<file path="config.mk">
export PLATFORM = sky130hd
export DESIGN_NAME = shift_sequencer
export DESIGN_NICKNAME = d
export VERILOG_FILES = /design/src/rtl/shifter_pkg.sv /design/src/rtl/shift1_step.sv /design/src/rtl/shift_sequencer.sv
export SDC_FILE = /design/constraint.sdc
export NUM_CORES = 1
export LEC_CHECK = 0
export ABC_AREA = 1
export BUFFER_PORTS_ARGS = -buffer_cell sky130_fd_sc_hd__buf_2
export CAP_MARGIN = 20
export CORE_AREA = 2 2 64 66
export DETAILED_ROUTE_END_ITERATION = 8
export DIE_AREA = 0 0 66 68
export PLACE_DENSITY = 0.67
export SYNTH_ARGS = -nofsm -noshare
export SYNTH_HDL_FRONTEND = slang
export SYNTH_SLANG_ARGS = --single-unit
</file>
<file path="constraint.sdc">
create_clock -name clk -period 1.6 [get_ports clk]
set_clock_uncertainty 0.2 [all_clocks]
set_input_delay 0.16 -clock clk [delete_from_list [all_inputs] [get_ports clk]]
set_output_delay 0.16 -clock clk [all_outputs]
set_load 0.05 [all_outputs]
</file>
<file path="src/rtl/shifter_pkg.sv">
// Shared types and constants for the iterative shifter: FSM states, shift
// modes, operand selects and shift directions.
package shifter_pkg;

  typedef enum logic [1:0] {
    IDLE  = 2'd0,
    SHIFT = 2'd1,
    DONE  = 2'd2
  } state_t;

  localparam logic [1:0] MODE_LOG = 2'd0;
  localparam logic [1:0] MODE_ARI = 2'd1;
  localparam logic [1:0] MODE_ROT = 2'd2;

  localparam logic [1:0] SEL_A    = 2'd0;
  localparam logic [1:0] SEL_B    = 2'd1;
  localparam logic [1:0] SEL_AND  = 2'd2;
  localparam logic [1:0] SEL_ZERO = 2'd3;

  localparam logic DIR_LEFT  = 1'b0;
  localparam logic DIR_RIGHT = 1'b1;

endpackage

</file>
<file path="src/rtl/shift1_step.sv">
// Combinational single-bit shift step: value, direction and mode in, the
// shifted value out. Mode 3 falls through to logical behaviour.
module shift1_step
  import shifter_pkg::*;
#(
  parameter int WIDTH = 8
) (
  input  logic [WIDTH-1:0] value,
  input  logic             dir,
  input  logic [1:0]       mode,
  output logic [WIDTH-1:0] next_value
);

  logic fill;

  always_comb begin
    fill       = 1'b0;
    next_value = value;
    if (dir == DIR_LEFT) begin
      // Arithmetic left is identical to logical left.
      if (mode == MODE_ROT) fill = value[WIDTH-1];
      next_value = {value[WIDTH-2:0], fill};
    end else begin
      case (mode)
        MODE_ROT: fill = value[0];
        MODE_ARI: fill = value[WIDTH-1];
        default:  fill = 1'b0;
      endcase
      next_value = {fill, value[WIDTH-1:1]};
    end
  end

endmodule

</file>
<file path="src/rtl/shift_sequencer.sv">
// Iterative shift sequencer: selects an operand, shifts it one bit per clock
// for the latched amount, then offers the result on a valid/ready output.
module shift_sequencer
  import shifter_pkg::*;
#(
  parameter  int WIDTH = 8,
  localparam int AMT_W = $clog2(WIDTH)
) (
  input  logic             clk,
  input  logic             rst,
  input  logic [WIDTH-1:0] a,
  input  logic [WIDTH-1:0] b,
  input  logic [1:0]       sel,
  input  logic [AMT_W-1:0] amt,
  input  logic             dir,
  input  logic [1:0]       mode,
  input  logic             in_valid,
  output logic             in_ready,
  output logic [WIDTH-1:0] q,
  output logic             out_valid,
  input  logic             out_ready,
  output logic             busy
);

  // Handshakes: a transfer happens on a rising edge where valid and ready are
  // both high; the producer holds its data until then, ready never waits on valid.

  state_t           state, state_next;
  logic [WIDTH-1:0] sreg;
  logic [WIDTH-1:0] operand;
  logic [WIDTH-1:0] stepped;
  logic [AMT_W-1:0] count;
  logic             dir_r;
  logic [1:0]       mode_r;
  logic             accept;

  always_comb begin
    operand = '0;
    case (sel)
      SEL_A:   operand = a;
      SEL_B:   operand = b;
      SEL_AND: operand = a & b;
      default: operand = '0;
    endcase
  end

  shift1_step #(.WIDTH(WIDTH)) u_step (
    .value      (sreg),
    .dir        (dir_r),
    .mode       (mode_r),
    .next_value (stepped)
  );

  assign accept = in_valid & in_ready;

  always_ff @(posedge clk or posedge rst) begin
    if (rst) state <= IDLE;
    else     state <= state_next;
  end

  always_comb begin
    state_next = state;
    case (state)
      IDLE:  if (accept) state_next = (amt != '0) ? SHIFT : DONE;
      SHIFT: if (count <= AMT_W'(1)) state_next = DONE;
      DONE:  if (out_ready) state_next = IDLE;
      default: state_next = IDLE;
    endcase
  end

  always_comb begin
    in_ready  = (state == IDLE) & ~rst;
    out_valid = (state == DONE);
    busy      = (state == SHIFT) | (state == DONE);
  end

  // Request fields are captured once at acceptance; later input changes are ignored.
  always_ff @(posedge clk or posedge rst) begin
    if (rst) begin
      sreg   <= '0;
      count  <= '0;
      dir_r  <= DIR_LEFT;
      mode_r <= MODE_LOG;
    end else if (accept) begin
      sreg   <= operand;
      count  <= amt;
      dir_r  <= dir;
      mode_r <= mode;
    end else if (state == SHIFT) begin
      sreg  <= stepped;
      count <= count - AMT_W'(1);
    end
  end

  assign q = sreg;

endmodule
</file>
Word-level counts from Yosys, hierarchy flattened
Index checks and enable logic that the tools add are counted.

word-level totals
  output and inout port bits = 11
  input port bits = 28
  logic and storage cells = 42
  register bits after elaboration = 16

operators by class
  $lt $le $gt $ge = 1
  add/subtract/negate cells = 1
  bitwise logic cells = 5
  equality and inequality tests = 10
  reduce and logical (&&, ||, !) cells = 6
  muxes and demuxes = 13

operators by type and width
  kind                 count
  $mux 8               3
  $pmux 8 s3           1
  $and 8x8->8          1
  $mux 2               4
  $eq 2x1->1 const B   3
  $eq 2x2->1 const B   3
  $mux 3               2
  $pmux 2 s3           1
  $logic_not 2->1      2
  $ne 2x2->1 const B   2
  $le 3x1->1 const B   1
  $ne 3x3->1 const B   1
  $reduce_and 3->1     1
  $reduce_bool 3->1    1
  $sub 3x1->3 const B  1
  $and 1x1->1          2
  $ne 2x1->1 const B   1
  $pmux 1 s2           1
  $reduce_and 2->1     1
  $reduce_bool 2->1    1
  $mux 1               1
  $not 1->1            1
  $or 1x1->1           1

Longest topological paths before layout
Gate-level depths: netlist (run 1).

  depth after elaboration = 5
  mapped depth = 9
  depth with buffers taken out = 8

Modules after synthesis
A second synthesis (run 1) with hierarchy kept.

second synthesis, totals
  cells, all modules = 176
  area, all modules = 1209.9 µm²

by module, submodules not included
  module           cells an instance  times used  seq. area each (µm²)  area each (µm²)
  shift_sequencer  146                1           400.4                 1068.5
  shift1_step      30                 1           0.0                   141.4

Worst setup path before layout (run 1)
No wires, ideal clock.

  kind = register -> register
  from = register state[0]
  to = register sreg[1] (netlist: q[1])
  arrival time = 1228 ps
  cell stages (with the launch flop) = 9
  library setup time = 118 ps
  clock period less this slack = 1546 ps
  data required time = 1282 ps
  setup slack = 54 ps
  buffers on the path = 1
  cell sequence = dfrtp_1 > inv_1 > ha_1 > nand3_4 > buf_2 > nand2_1 > nand2_1 > nand2_1 > nand2_1

between the ends
  longest elaborated chain between the ends = 4
  elaborated cells between the ends (all ways) = 6
  classes of those cells = 1 x eq/ne; 1 x mux; 2 x bitwise; 2 x reduce/logical

ends and longest elaborated chain
  item                                         RTL line               source
  start: declaration                           shift_sequencer.sv:28  state_t state, state_next;
  start signal: assignment                     shift_sequencer.sv:58  else state <= state_next;
  $logic_not 2->1                              shift_sequencer.sv:72  in_ready = (state == IDLE) & ~rst;
  $and 1x1->1                                  shift_sequencer.sv:72
  $and 1x1->1                                  shift_sequencer.sv:54  assign accept = in_valid & in_ready;
  $mux 8 or $reduce_bool 2->1 (tied branches)  -
  end signal: assignment                       shift_sequencer.sv:85  sreg <= operand;
  end signal: assignment                       shift_sequencer.sv:90  sreg <= stepped;
  end: declaration                             shift_sequencer.sv:29  logic [WIDTH-1:0] sreg;

Parallel ways exist; a longest one is shown, timed or not.
A chain may end at the register's enable or synchronous reset.

Worst setup path after layout (run 1)
  from = register state[0]
  to = output busy

between the ends
  longest elaborated chain between the ends = 2
  elaborated cells between the ends (all ways) = 3
  classes of those cells = 2 x eq/ne; 1 x bitwise

ends and longest elaborated chain
  item                                      RTL line               source
  $eq 2x1->1 or $eq 2x2->1 (tied branches)  shift_sequencer.sv:74  busy = (state == SHIFT) | (state == DONE);
  $or 1x1->1 (*)                            shift_sequencer.sv:74
  end: declaration                          shift_sequencer.sv:22  output logic busy

Every way passes the cells marked *; elsewhere a longest branch is shown, timed or not.

==> run metrics, run 1 <==
outcome=finished clean; total grt overflow=0; clk sinks=16; count of cell types in the netlist=18; clock root buffer=clkbuf_8; clock share of power=12.0%; Syn Area/Cell=6.56 um^2; Hold Vio Cnt, Final=0; Die Ht=68 um; Worst Path Required=1240 ps; total number of vias=1213; sequential-to-total area share from yosys stat=34.3%; clk buf depth=2; worst skew pair latency=250 ps; total CTS buffers=3; CTS tree=built; Die Wd=66 um; wirelength, routed=2810 um; Arr. time, crit path=1200 ps; antenna cells=0; R2R cell count=7; Fillers=433; FF-to-FF setup slack=70 ps; Yosys reg bits=16; Pleak=0.932 nW; switch share=51.9%; Worst Setup Path Type=flip-flop to output pin; post-layout min period=1560 ps; Power Density=1840 nW/um^2; Synth Cell Area=1170 um^2; Core Area=3860 um^2; DRC errors left=0; max cap viols=0; DR WL/cell=9.97 um; # setup viols final=0; Post-DP HPWL=2190 um; Peak Freq=0.641 GHz; overall power=2.98 mW; share of power burned in combinational logic=62.2%; Reg clk slew, reported paths=60 ps; slowest CP cell=dfrtp_1; final worst slack=39.5 ps; die area=4490 um^2; CP peak stage delay=380 ps; worst r2r src=state[0]; Syn. warnings=0; port bufs=38; Routed Antenna Nets=0; Slew headroom=73.6%; TritonRoute pass-1 iters=4; Worst-Margin Slew=395 ps; share of cells above drive strength 1=29.7%; first-pass GRT wire length=4900 um; worst path cell trace=inv_2 -> ha_4 -> buf_2; Peak VDD IR=0.556 mV; crit end category=output pin; io pins=39; Nets=265; H-tree Lvls=1; Slew Limit Fails=0; synthesized net count=210; RSZ-0062 raised after global routing=yes; Initial Util=30.3%; cell count after synthesis=178; critical path startpoint category=flip-flop; Worst Hold Class=input port to flip-flop; largest net degree at the start of global routing=16; internal cell power=1.43 mW; vias in the first global route=1159; row cnt=23; area grow syn2layout=38.9%; sequential share of power=25.8%; Initial DRC Count=33; Setup TNS=0 ps; total track usage=14.2%; Worst R2R End=count[1]; initial antenna violation count=0; period utilisation layout=97.5%; gpl congestion=0.824; Switching Power=1.55 mW; CP max FO=3; CP startpoint=state[0]; DP Worst Slack=10.5 ps; vias per cell=4.30; crit path capture=busy
## per-stage QoR
stage | hold WS (ps) | area [um^2] | util [%] | cells
after detailed placement | 60.9 | 1440 | 37.4 | 270
after CTS | 20.2 | 1580 | 40.9 | 280
final | 18.5 | 1620 | 42.1 | 282
after global routing | 37.8 | 1620 | 42.1 | 282
after global placement | 66.1 | 1440 | 37.4 | 270
after floorplan | -87.7 | 1170 | - | 178
## state kept, by name (all words and copies together), names as in the netlist
name,cells
state,2
count,3
q,8
mode_r,2
dir_r,1
## logic make-up (layout without fill, tap and decap cells)
family / count (synthesis) / count (layout) / synth area share [%]
and+or+nand+nor: 103 / 103 / 37.5
buffers and inverters: 33 / 87 / 12.6
AOI/OAI and AO/OA: 21 / 21 / 10.5
DFF: 16 / 16 / 34.3
adders and majority gates: 4 / 4 / 4.29
xor gates and xnor gates: 1 / 1 / 0.750
## worst max-delay path: cells and delay by family (launching register included)
kind / cells / cell delay (ps)
adders and majority gates: 1 / 250
buffers and inverters: 2 / 320
DFF: 1 / 380
## timing repair
item	in CTS	in global routing
hold endpoints to repair	21	0
setup buffers	0	2
endpoints found under the setup margin	2	10
gates cloned	0	0
gates resized for setup	6	8
hold buffers	7	0
pin swaps	1	3
## layout by cell type (no fill, tap or decap), types with 3 or more instances in the layout
master / count
a21oi_2: 4
buf_2: 37
buf_4: 6
buf_6: 3
clkbuf_8: 4
dfrtp_1: 16
dlygate4sd3_1: 7
ha_1: 3
inv_1: 25
inv_2: 4
nand2_1: 76
nand3_1: 6
nand3_2: 6
nor2_1: 12
o21ai_0: 15
## cells in the mapped netlist
library cell  count  share of area [%]
a21oi_1           1               0.43
nor2_1           12                3.9
nand2_1          77                 25
dfrtp_1          16                 34
inv_1            28                9.0
a21oi_2           4                3.0
ha_1              4                4.3
buf_2             2               0.86
o21ai_0          15                6.4
nand3_2           4                3.4
xor2_1            1               0.75
nand3_4           1                1.5
nand2_2           1               0.54
o211ai_1          1               0.64
clkinv_4          1               0.75
inv_2             1               0.32
nand3_1           8                3.4
buf_12            1                1.7
## how the worst min path moves through the flow
stage | from | to | slack, ps | cells after the start
2_1_floorplan | rst | count[0] | -90 | 1
6_report | amt[0] | count[0] | 20 | 5
4_1_cts | amt[0] | count[0] | 20 | 5
5_1_grt | amt[0] | count[0] | 40 | 5
3_5_place_dp | rst | mode_r[1] | 60 | 3
3_3_place_gp | rst | mode_r[0] | 70 | 3
## layer usage
layer,routed length (um),track usage [%]
met1,1260,18.0
met4,42,5.87
met2,1360,23.7
met5,0,0
met3,141,2.63
## power by group through the flow
stage,registers [mW],logic [mW],clock network [mW]
6_report,0.767,1.85,0.358
4_1_cts,0.772,1.79,0.368
3_3_place_gp,0.766,1.73,0
3_5_place_dp,0.772,1.74,0
2_1_floorplan,1.07,1.03,0
5_1_grt,0.802,2.06,0.396
## area by class of cell
class,count,area [um^2],area share (%)
sequential,16,400,24.7
inverter,30,120,7.41
clock buffer,4,55.1,3.40
timing repair buffer,53,334,20.6
multi-input combinational,129,649,40.0
tap,50,62.6,3.86
(Power assumes the default switching activity.)
==> run 2: changes to the inputs <==
--- a/config.mk
+++ b/config.mk
@@ -12,6 +12,7 @@
 export DETAILED_ROUTE_END_ITERATION = 8
 export DIE_AREA = 0 0 66 68
 export PLACE_DENSITY = 0.67
+export RECOVER_POWER = 50
 export SYNTH_ARGS = -nofsm -noshare
 export SYNTH_HDL_FRONTEND = slang
 export SYNTH_SLANG_ARGS = --single-unit
==> run 2 against run 1 <==
Compared with the run above: via count stayed put; die area stayed put; design area stayed put; setup slack stayed put; register-to-register slack hardly changed; critical path depth stayed put; largest power group unchanged; highest routed layer unchanged.
==> run metrics, run 2 (same netlist as run 1, synthesis figures left out) <==
outcome=finished clean; area grow syn2layout=38.9% (unchanged); Non-Filler Instances=282 (unchanged); CTS tree=built; wirelength, routed=2810 um (unchanged); critical path startpoint category=flip-flop; Die Wd=66 um (unchanged); crit end category=output pin; Worst-Margin Slew=395 ps (unchanged); TritonRoute pass-1 iters=4 (unchanged); post-layout min period=1560 ps (unchanged); Switching Power=1.55 mW (about the same); total number of vias=1213 (unchanged); Routed Antenna Nets=0 (unchanged); FF-to-FF setup slack=70 ps (about the same); Worst Hold Path Cells=5 (unchanged); Peak Freq=0.641 GHz (unchanged); most frequent cells in the layout=nand2_1, buf_2, inv_1; share of cells above drive strength 1=29.7% (unchanged); Initial Util=30.3% (unchanged); RSZ-0062 raised after global routing=yes; Hold Startpoint=amt[0]; Pleak=0.932 nW (about the same); Die Ht=68 um (unchanged); Post-DP HPWL=2190 um (unchanged); DRC errors left=0 (unchanged); worst skew pair latency=250 ps (about the same); antenna cells=0 (unchanged); clk buf depth=2 (unchanged); Worst Path Required=1240 ps (about the same); sequential share of power=25.8% (about the same); vias per cell=4.30 (unchanged); port bufs=38 (unchanged); io pins=39 (unchanged); H-tree Lvls=1 (unchanged); Power Density=1840 nW/um^2 (about the same); total CTS buffers=3 (unchanged); worst hold path endpoint=count[0]; Initial DRC Count=33 (unchanged); most common cell after layout, fill and taps aside=nand2_1; max FFs per register=8 (unchanged); Worst Hold Class=input port to flip-flop; clock share of power=12.0% (about the same); slowest CP cell=dfrtp_1; switch share=51.9% (about the same); first-pass GRT wire length=4900 um (unchanged); clock root buffer=clkbuf_8; period utilisation layout=97.5% (unchanged); Slew Limit Fails=0 (unchanged); Reg clk slew, reported paths=60 ps (about the same); CP peak stage delay=380 ps (about the same); vias in the first global route=1159 (unchanged); # setup viols final=0 (unchanged); total grt overflow=0 (unchanged); Nets=265 (unchanged); Worst Setup Path Type=flip-flop to output pin; worst r2r src=state[0]; Placed Instances=270 (unchanged); DR WL/cell=9.97 um (unchanged); die area=4490 um^2 (unchanged); Peak VDD IR=0.556 mV (about the same); share of power burned in combinational logic=62.2% (about the same); Arr. time, crit path=1200 ps (about the same); worst path cell trace=inv_2 -> ha_4 -> buf_2; Hold Vio Cnt, Final=0 (unchanged); row cnt=23 (unchanged); largest net degree at the start of global routing=16 (unchanged); initial antenna violation count=0 (unchanged); clk sinks=16 (unchanged); Setup TNS=0 ps (unchanged); R2R cell count=7 (unchanged); internal cell power=1.43 mW (about the same); gpl congestion=0.824 (unchanged); CP max FO=3 (unchanged); Worst R2R End=count[1]; Slew headroom=73.6% (unchanged); total track usage=14.2% (unchanged); Core Area=3860 um^2 (unchanged); max cap viols=0 (unchanged)
## run 2: cell count changes in the layout (fill, tap and decap cells not counted), sizes merged
cell and change:
clkbuf +1, buf -1
## run 2: per-stage QoR
stage	worst slack [ps]	utilization (%)	area [um^2]	power, mW	hold WS [ps]
2_1_floorplan	53.7	-	1170	2.10	-87.7
3_3_place_gp	63.0	37.4	1440	2.49	66.1
3_5_place_dp	10.5	37.4	1440	2.51	60.9
4_1_cts	26.1	40.9	1580	2.93	20.2
5_1_grt	-52.1	42.1	1620	3.26	37.8
6_report	39.5	42.1	1620	2.98	18.5
## run 2: power by group through the flow
stage / Clock, mW / Combinational [mW] / Sequential (mW)
floorplan: 0 / 1.03 / 1.07
global placement: 0 / 1.73 / 0.766
detailed placement: 0 / 1.74 / 0.772
CTS: 0.368 / 1.79 / 0.772
global route: 0.396 / 2.06 / 0.802
finish: 0.358 / 1.85 / 0.768
## run 2: worst max-delay path: cells and delay by family (launching register included)
family | cells | cell delay (ps)
adders and majority gates | 1 | 250
buffers and inverters | 2 | 320
DFF | 1 | 380
## run 2: per-layer routing
layer	GRT usage [%]	vias up	part of all wire (%)
li1	-	650	-
met1	18.0	522	45
met2	23.7	36	48
met3	2.63	5	5.0
met4	5.87	0	1.5
met5	0	-	0
## run 2: layout make-up
class	count	area [um^2]
Multi-Input combinational cell	129	649
Clock buffer	4	55.1
Sequential cell	16	400
Tap cell	50	62.6
Fill cell	433	2230
Timing Repair Buffer	53	334
Inverter	30	120
## run 2: what timing repair did
item	CTS	global route
gates cloned	0	0
resized for setup	6	8
pin swaps	1	3
endpoints found under the hold margin	21	0
hold buffers	7	0
buffers inserted	0	2
endpoints found under the setup margin	2	10
## run 2: worst max-delay path by stage
| stage | from | end | slack, ps | cells past startpoint |
|---|---|---|---|---|
| final | state[0] | busy | 40 | 3 |
| after global routing | state[0] | count[1] | -50 | 7 |
| after CTS | state[1] | count[1] | 30 | 7 |
| after detailed placement | state[0] | count[1] | 10 | 7 |
| after global placement | state[0] | count[1] | 60 | 7 |
| after floorplan | state[0] | q[1] | 50 | 8 |
